File: src/rtl/ctrl_seq.sv
// Control sequencer for a small accumulator-style processor: fetches 9-bit
// instructions, drives the register file, ALU and data memory, and halts on unknown opcodes.

package ctrl_seq_pkg;
  typedef enum logic [2:0] {
    kLDR = 3'd0,
    kSTR = 3'd1,
    kACC = 3'd2,
    kACI = 3'd3,
    kBZR = 3'd4,
    kBZA = 3'd5
  } op_mne;
endpackage

module ctrl_seq
  import ctrl_seq_pkg::*;
#(
  parameter int unsigned PCW = 8,
  parameter int unsigned IW  = 9
) (
  input  logic           CLK,
  input  logic           rst_n,
  input  logic           start,
  output logic [PCW-1:0] imem_addr,
  input  logic [IW-1:0]  imem_data,
  output logic [2:0]     rf_ra_a,
  output logic [2:0]     rf_ra_b,
  output logic [2:0]     rf_wa,
  output logic           rf_we,
  output logic           wb_sel,
  output logic [2:0]     alu_op,
  output logic           alu_ci,
  input  logic           alu_co,
  input  logic           alu_z,
  output logic           dmem_req,
  output logic           dmem_we,
  input  logic           dmem_ack,
  output logic           done
);

  localparam int unsigned RW = 3;

  typedef enum logic [2:0] {
    IDLE  = 3'd0,
    FETCH = 3'd1,
    LOAD  = 3'd2,
    EXEC  = 3'd3,
    MEM   = 3'd4,
    HALT  = 3'd5
  } state_t;

  state_t         state_q, state_d;
  logic [PCW-1:0] pc_q, pc_d;
  logic [IW-1:0]  ir_q, ir_d;
  logic           carry_q, carry_d;
  logic [1:0]     rst_sync_q;
  logic           run_ok;

  logic [RW-1:0]  op, ra, rb;
  logic [PCW-1:0] pc_inc, br_off;

  assign op     = ir_q[8:6];
  assign ra     = ir_q[5:3];
  assign rb     = ir_q[2:0];
  assign pc_inc = pc_q + PCW'(1);
  assign br_off = {{(PCW-RW){rb[RW-1]}}, rb};
  assign run_ok = rst_sync_q[1];

  assign imem_addr = pc_q;

  // State, PC, IR, carry and the reset-release synchroniser
  always_ff @(posedge CLK or negedge rst_n) begin
    if (!rst_n) begin
      state_q    <= IDLE;
      pc_q       <= '0;
      ir_q       <= '0;
      carry_q    <= 1'b0;
      rst_sync_q <= 2'b00;
    end else begin
      state_q    <= state_d;
      pc_q       <= pc_d;
      ir_q       <= ir_d;
      carry_q    <= carry_d;
      rst_sync_q <= {rst_sync_q[0], 1'b1};
    end
  end

  // Next-state and datapath control decode
  always_comb begin
    state_d  = state_q;
    pc_d     = pc_q;
    ir_d     = ir_q;
    carry_d  = carry_q;
    rf_ra_a  = '0;
    rf_ra_b  = '0;
    rf_wa    = '0;
    rf_we    = 1'b0;
    wb_sel   = 1'b0;
    alu_op   = kLDR;
    alu_ci   = 1'b0;
    dmem_req = 1'b0;
    dmem_we  = 1'b0;
    done     = 1'b0;

    case (state_q)
      IDLE: begin
        // Leaving IDLE waits for the synchronised reset release
        if (start && run_ok) begin
          state_d = FETCH;
          pc_d    = '0;
        end
      end
      FETCH: state_d = LOAD;
      LOAD: begin
        ir_d    = imem_data;
        state_d = EXEC;
      end
      EXEC: begin
        alu_op  = op;
        rf_ra_a = ra;
        rf_ra_b = rb;
        alu_ci  = carry_q;
        case (op)
          kACC, kACI: begin
            rf_we   = 1'b1;
            rf_wa   = ra;
            carry_d = alu_co;
            pc_d    = pc_inc;
            state_d = FETCH;
          end
          kBZR: begin
            pc_d    = alu_z ? (pc_q + br_off) : pc_inc;
            state_d = FETCH;
          end
          kBZA: begin
            pc_d    = alu_z ? PCW'({rb, 5'b0}) : pc_inc;
            state_d = FETCH;
          end
          kLDR, kSTR: state_d = MEM;
          default:    state_d = HALT;
        endcase
      end
      MEM: begin
        // Request and address sources held until the ack cycle
        alu_op   = op;
        rf_ra_a  = ra;
        rf_ra_b  = rb;
        dmem_req = 1'b1;
        dmem_we  = (op == kSTR);
        if (dmem_ack) begin
          state_d = FETCH;
          pc_d    = pc_inc;
          if (op == kLDR) begin
            rf_we  = 1'b1;
            rf_wa  = ra;
            wb_sel = 1'b1;
          end
        end
      end
      HALT: begin
        done = 1'b1;
        if (start) begin
          state_d = FETCH;
          pc_d    = '0;
          carry_d = 1'b0;
        end
      end
      default: state_d = IDLE;
    endcase
  end

endmodule

File: config.mk
export PLATFORM = sky130hd
export DESIGN_NAME = ctrl_seq
export DESIGN_NICKNAME = d
export VERILOG_FILES = /design/src/rtl/ctrl_seq.sv
export SDC_FILE = /design/constraint.sdc
export NUM_CORES = 1
export LEC_CHECK = 0
export CAP_MARGIN = 10
export CORE_MARGIN = 10
export CORE_UTILIZATION = 54
export CTS_CLUSTER_DIAMETER = 80
export DETAILED_ROUTE_END_ITERATION = 10
export GPL_TIMING_DRIVEN = 0
export PLACE_DENSITY = 0.85
export SKIP_CTS_REPAIR_TIMING = 1
export SKIP_LAST_GASP = 1
export SLEW_MARGIN = 20
export SYNTH_ARGS = -nofsm -noshare
export SYNTH_HDL_FRONTEND = slang
export SYNTH_SLANG_ARGS = --single-unit
File: constraint.sdc
create_clock -name CLK -period 4.35 [get_ports CLK]
set_input_delay 0.87 -clock CLK [delete_from_list [all_inputs] [get_ports CLK]]
set_output_delay 0.87 -clock CLK [all_outputs]
set_load 0.05 [all_outputs]
==> impl_results.md <==
* Sink Count at 23
* Port Buf Inserts at 40
* GRT Max-Usage Layer: met2
* Root Buffer: clkbuf_4
* DR pass1 iterations at 4
* Crit end category: output port
* FF-to-FF End: imem_addr[6]
* DIE WIDTH at 77.8 um
* GRT met2 Usage at 0.260
* Hold-critical path depth at 0
* Share of cells above drive strength 1 at 0.129
* PD cells at 807 nW/um^2
* Top post-synthesis cells by area: dfrtp_1 32%, ha_1 5.6%, and2_1 4.5%
* Biggest area consumer among synthesized cells: dfrtp_1
* Sequential cell area fraction in the yosys report at 0.319
* Internal at 0.000883 W
* Setup ws final at 629 ps
* Post-synth top area share at 0.319
* Leakage power at 0.931 nW
* Setup_tns at 0 ps
* Synth Flop Type: dfrtp_1
* Core Util, Final at 0.729
* Reg-to-reg slack, setup at 2020 ps
* Power, Total at 0.00184 W
* Slew HR at 0.633
* Mapped Cells at 189
* Status: complete, no violations
* Pre-CTS WS at 634 ps
* Via count at 1617
* N_diodes at 0
* Io pins at 41
* CTS clk-pin slew, worst paths at 130 ps
* VDD IR max at 0.421 mV
* Comb power frac at 0.715
* Overflow after GRT at 0
* Synth cell types at 59
* Crit Path Category: in2out
* Clock skew at 4.87 ps
* Ys async rst share at 1.00
* Routed Antenna Nets at 0
* RSZ-0062 raised after global routing: false
* Slew @ Worst Pin at 548 ps
* Post-DP HPWL at 3.69 mm
* Max-cap viol count at 0
* Routed WL at 4.75 mm
* Depth of the CTS H-tree at 1
* Vias in the first global route at 1707
* HP Class: reg2reg
* WP data arrival at 2850 ps
* Final GP Congestion at 0.909
* Fin. Hold Viols at 0
* EDFF count, synth at 0
* Num CTS Buffers at 3
* Fmax at 269 MHz
* Core Area at 3130 um^2
* DRC at 0
* Syn_area_per_cell at 9.53 um^2
* FF+latch count, synth at 23
* Net load switching power at 0.000958 W
* Initial Utilization at 0.576
* DIE AREA at 6050 um^2
* Die height at 77.8 um
* Syn_nets at 213
* # rows at 20
* R2r startpoint: imem_addr[0]
* Clk buf depth at 2
* Max stage delay on crit path at 820 ps
* Global-route wire length before repair at 8.02 mm
* Final setup viols at 0
* Clock Latency Late Sink at 320 ps
* Via/cell ratio at 5.84
* Critical path launch point type: input pin
* Seq pwr share at 0.228
* TritonCTS clock tree: yes
* CP required at 3480 ps
* Synth Warn # at 0
* GRT Overall Usage at 0.157
* Hold path endpoint: rst_sync_q[1]
* Avg WL per Cell at 17.1 um
* Clock Power Share at 0.057
* Switch share at 0.520
* Worst-path fanout max at 4
* Pin count of the biggest net entering global routing at 24
* Met1 global-route usage at 0.179
* Tcrit/Tclk final at 0.855
* Layout net count at 258
* Commonest non-fill, non-tap cell in the layout: clkdlybuf4s50_1
* Grt met3 use at 0.0645
* Max-slew violation count at 0
* Crit-path slowest cell: clkdlybuf4s50_1
* Final Critical Period at 3720 ps
* Cell Area, Synth at 1800 um^2
* Area growth, synth to finish at 26.5%
* Crit path cell chain: clkdlybuf4s50_1 > nand2b_1 > nor2_1 > a22oi_1 > nor2_1 > and2_1 > clkdlybuf4s50_1
* Worst Hold Launch: rst_sync_q[0]
* R2r worst-path depth at 7
* Most frequent cells in the layout: 39 x clkdlybuf4s50_1, 23 x dfrtp_1, 19 x nor2_1
* DR iter-0 viols at 163
* Initial antenna violation count at 0
synthesized netlist by cell type, types with 2 or more instances:
cell type and number:
inv_1 3, nand3b_4 2, a21oi_2 3, clkbuf_1 2, nor3_1 3, o21ai_0 2
and3_1 3, buf_6 3, nand4_1 2, ha_1 8, dfrtp_1 23, o21ai_1 5
or3_1 2, nor2_1 19, buf_2 4, nand3b_1 3, a22o_1 3, nand3_1 9
nor2b_1 4, mux2_2 4, nand2b_1 2, a21oi_1 10, mux2_1 6, nand2_1 6
o32ai_1 4, xnor2_1 7, and2_1 13, o211ai_1 2, xor2_1 2
worst max-delay path by stage:
stage                     startpoint  slack [ps]  cells past startpoint  endpoint
final                       dmem_ack         630                      7  rf_wa[2]
after global routing        dmem_ack         470                      7  rf_wa[2]
after CTS                   dmem_ack         630                      7  rf_wa[2]
after detailed placement    dmem_ack         630                      7  rf_wa[2]
after global placement      dmem_ack         680                      7  rf_wa[0]
after floorplan           state_q[0]         900                      5  rf_wa[0]
area by class of cell:
class / count / area, um^2
plain buffers: 9 / 61.3
clock buffers: 3 / 22.5
clock inverters: 1 / 5.00
fillers: 238 / 848
inverters: 3 / 11.3
multi-input cells: 154 / 1150
flip-flops and latches: 23 / 576
well taps: 44 / 55.1
repair buffers: 40 / 395
critical path, delay by kind of cell:
| kind | cells | cell delay [ps] |
|---|---|---|
| buffers and inverters | 2 | 1350 |
| AOI/OAI and AO/OA | 1 | 70 |
| and+or+nand+nor | 4 | 560 |
sequential cells by signal (all words and copies together) (netlist names):
name        count
carry_q         1
imem_addr       8
ir_q            9
rst_sync_q      2
state_q         3
power by group through the flow:
stage	combinational (W)	sequential [W]	clock, W
2_1_floorplan	0.000906	0.000484	0
3_3_place_gp	0.00127	0.000413	0
3_5_place_dp	0.00131	0.000422	0
4_1_cts	0.00132	0.000416	0.000107
5_1_grt	0.00142	0.000433	0.000115
6_report	0.00132	0.000419	0.000105
kinds of logic (layout without fill, tap and decap cells):
logic type / after synthesis / in the layout / synth area share
DFF: 23 / 23 / 0.319
muxes: 10 / 10 / 0.0625
adders and majority gates: 9 / 9 / 0.0667
buffers and inverters: 12 / 56 / 0.0403
xor gates and xnor gates: 9 / 9 / 0.0438
AOI/OAI and AO/OA: 46 / 46 / 0.194
other: 1 / 1 / 0.00208
and+or+nand+nor: 79 / 79 / 0.271
per-layer routing:
metal	vias to the layer above	share of wire	wire, um
met5	-	0	0
met4	0	0.012	59
met3	6	0.093	441
met2	45	0.48	2260
met1	781	0.42	1990
li1	785	-	-
per-stage QoR:
step | area [um^2] | instances | hold WS (ps)
2_1_floorplan | 1800 | 189 | 331
3_3_place_gp | 2260 | 273 | 332
3_5_place_dp | 2260 | 273 | 344
4_1_cts | 2280 | 277 | 375
5_1_grt | 2280 | 277 | 382
6_report | 2280 | 277 | 373
No activity file was read; power rests on OpenSTA's default activity.
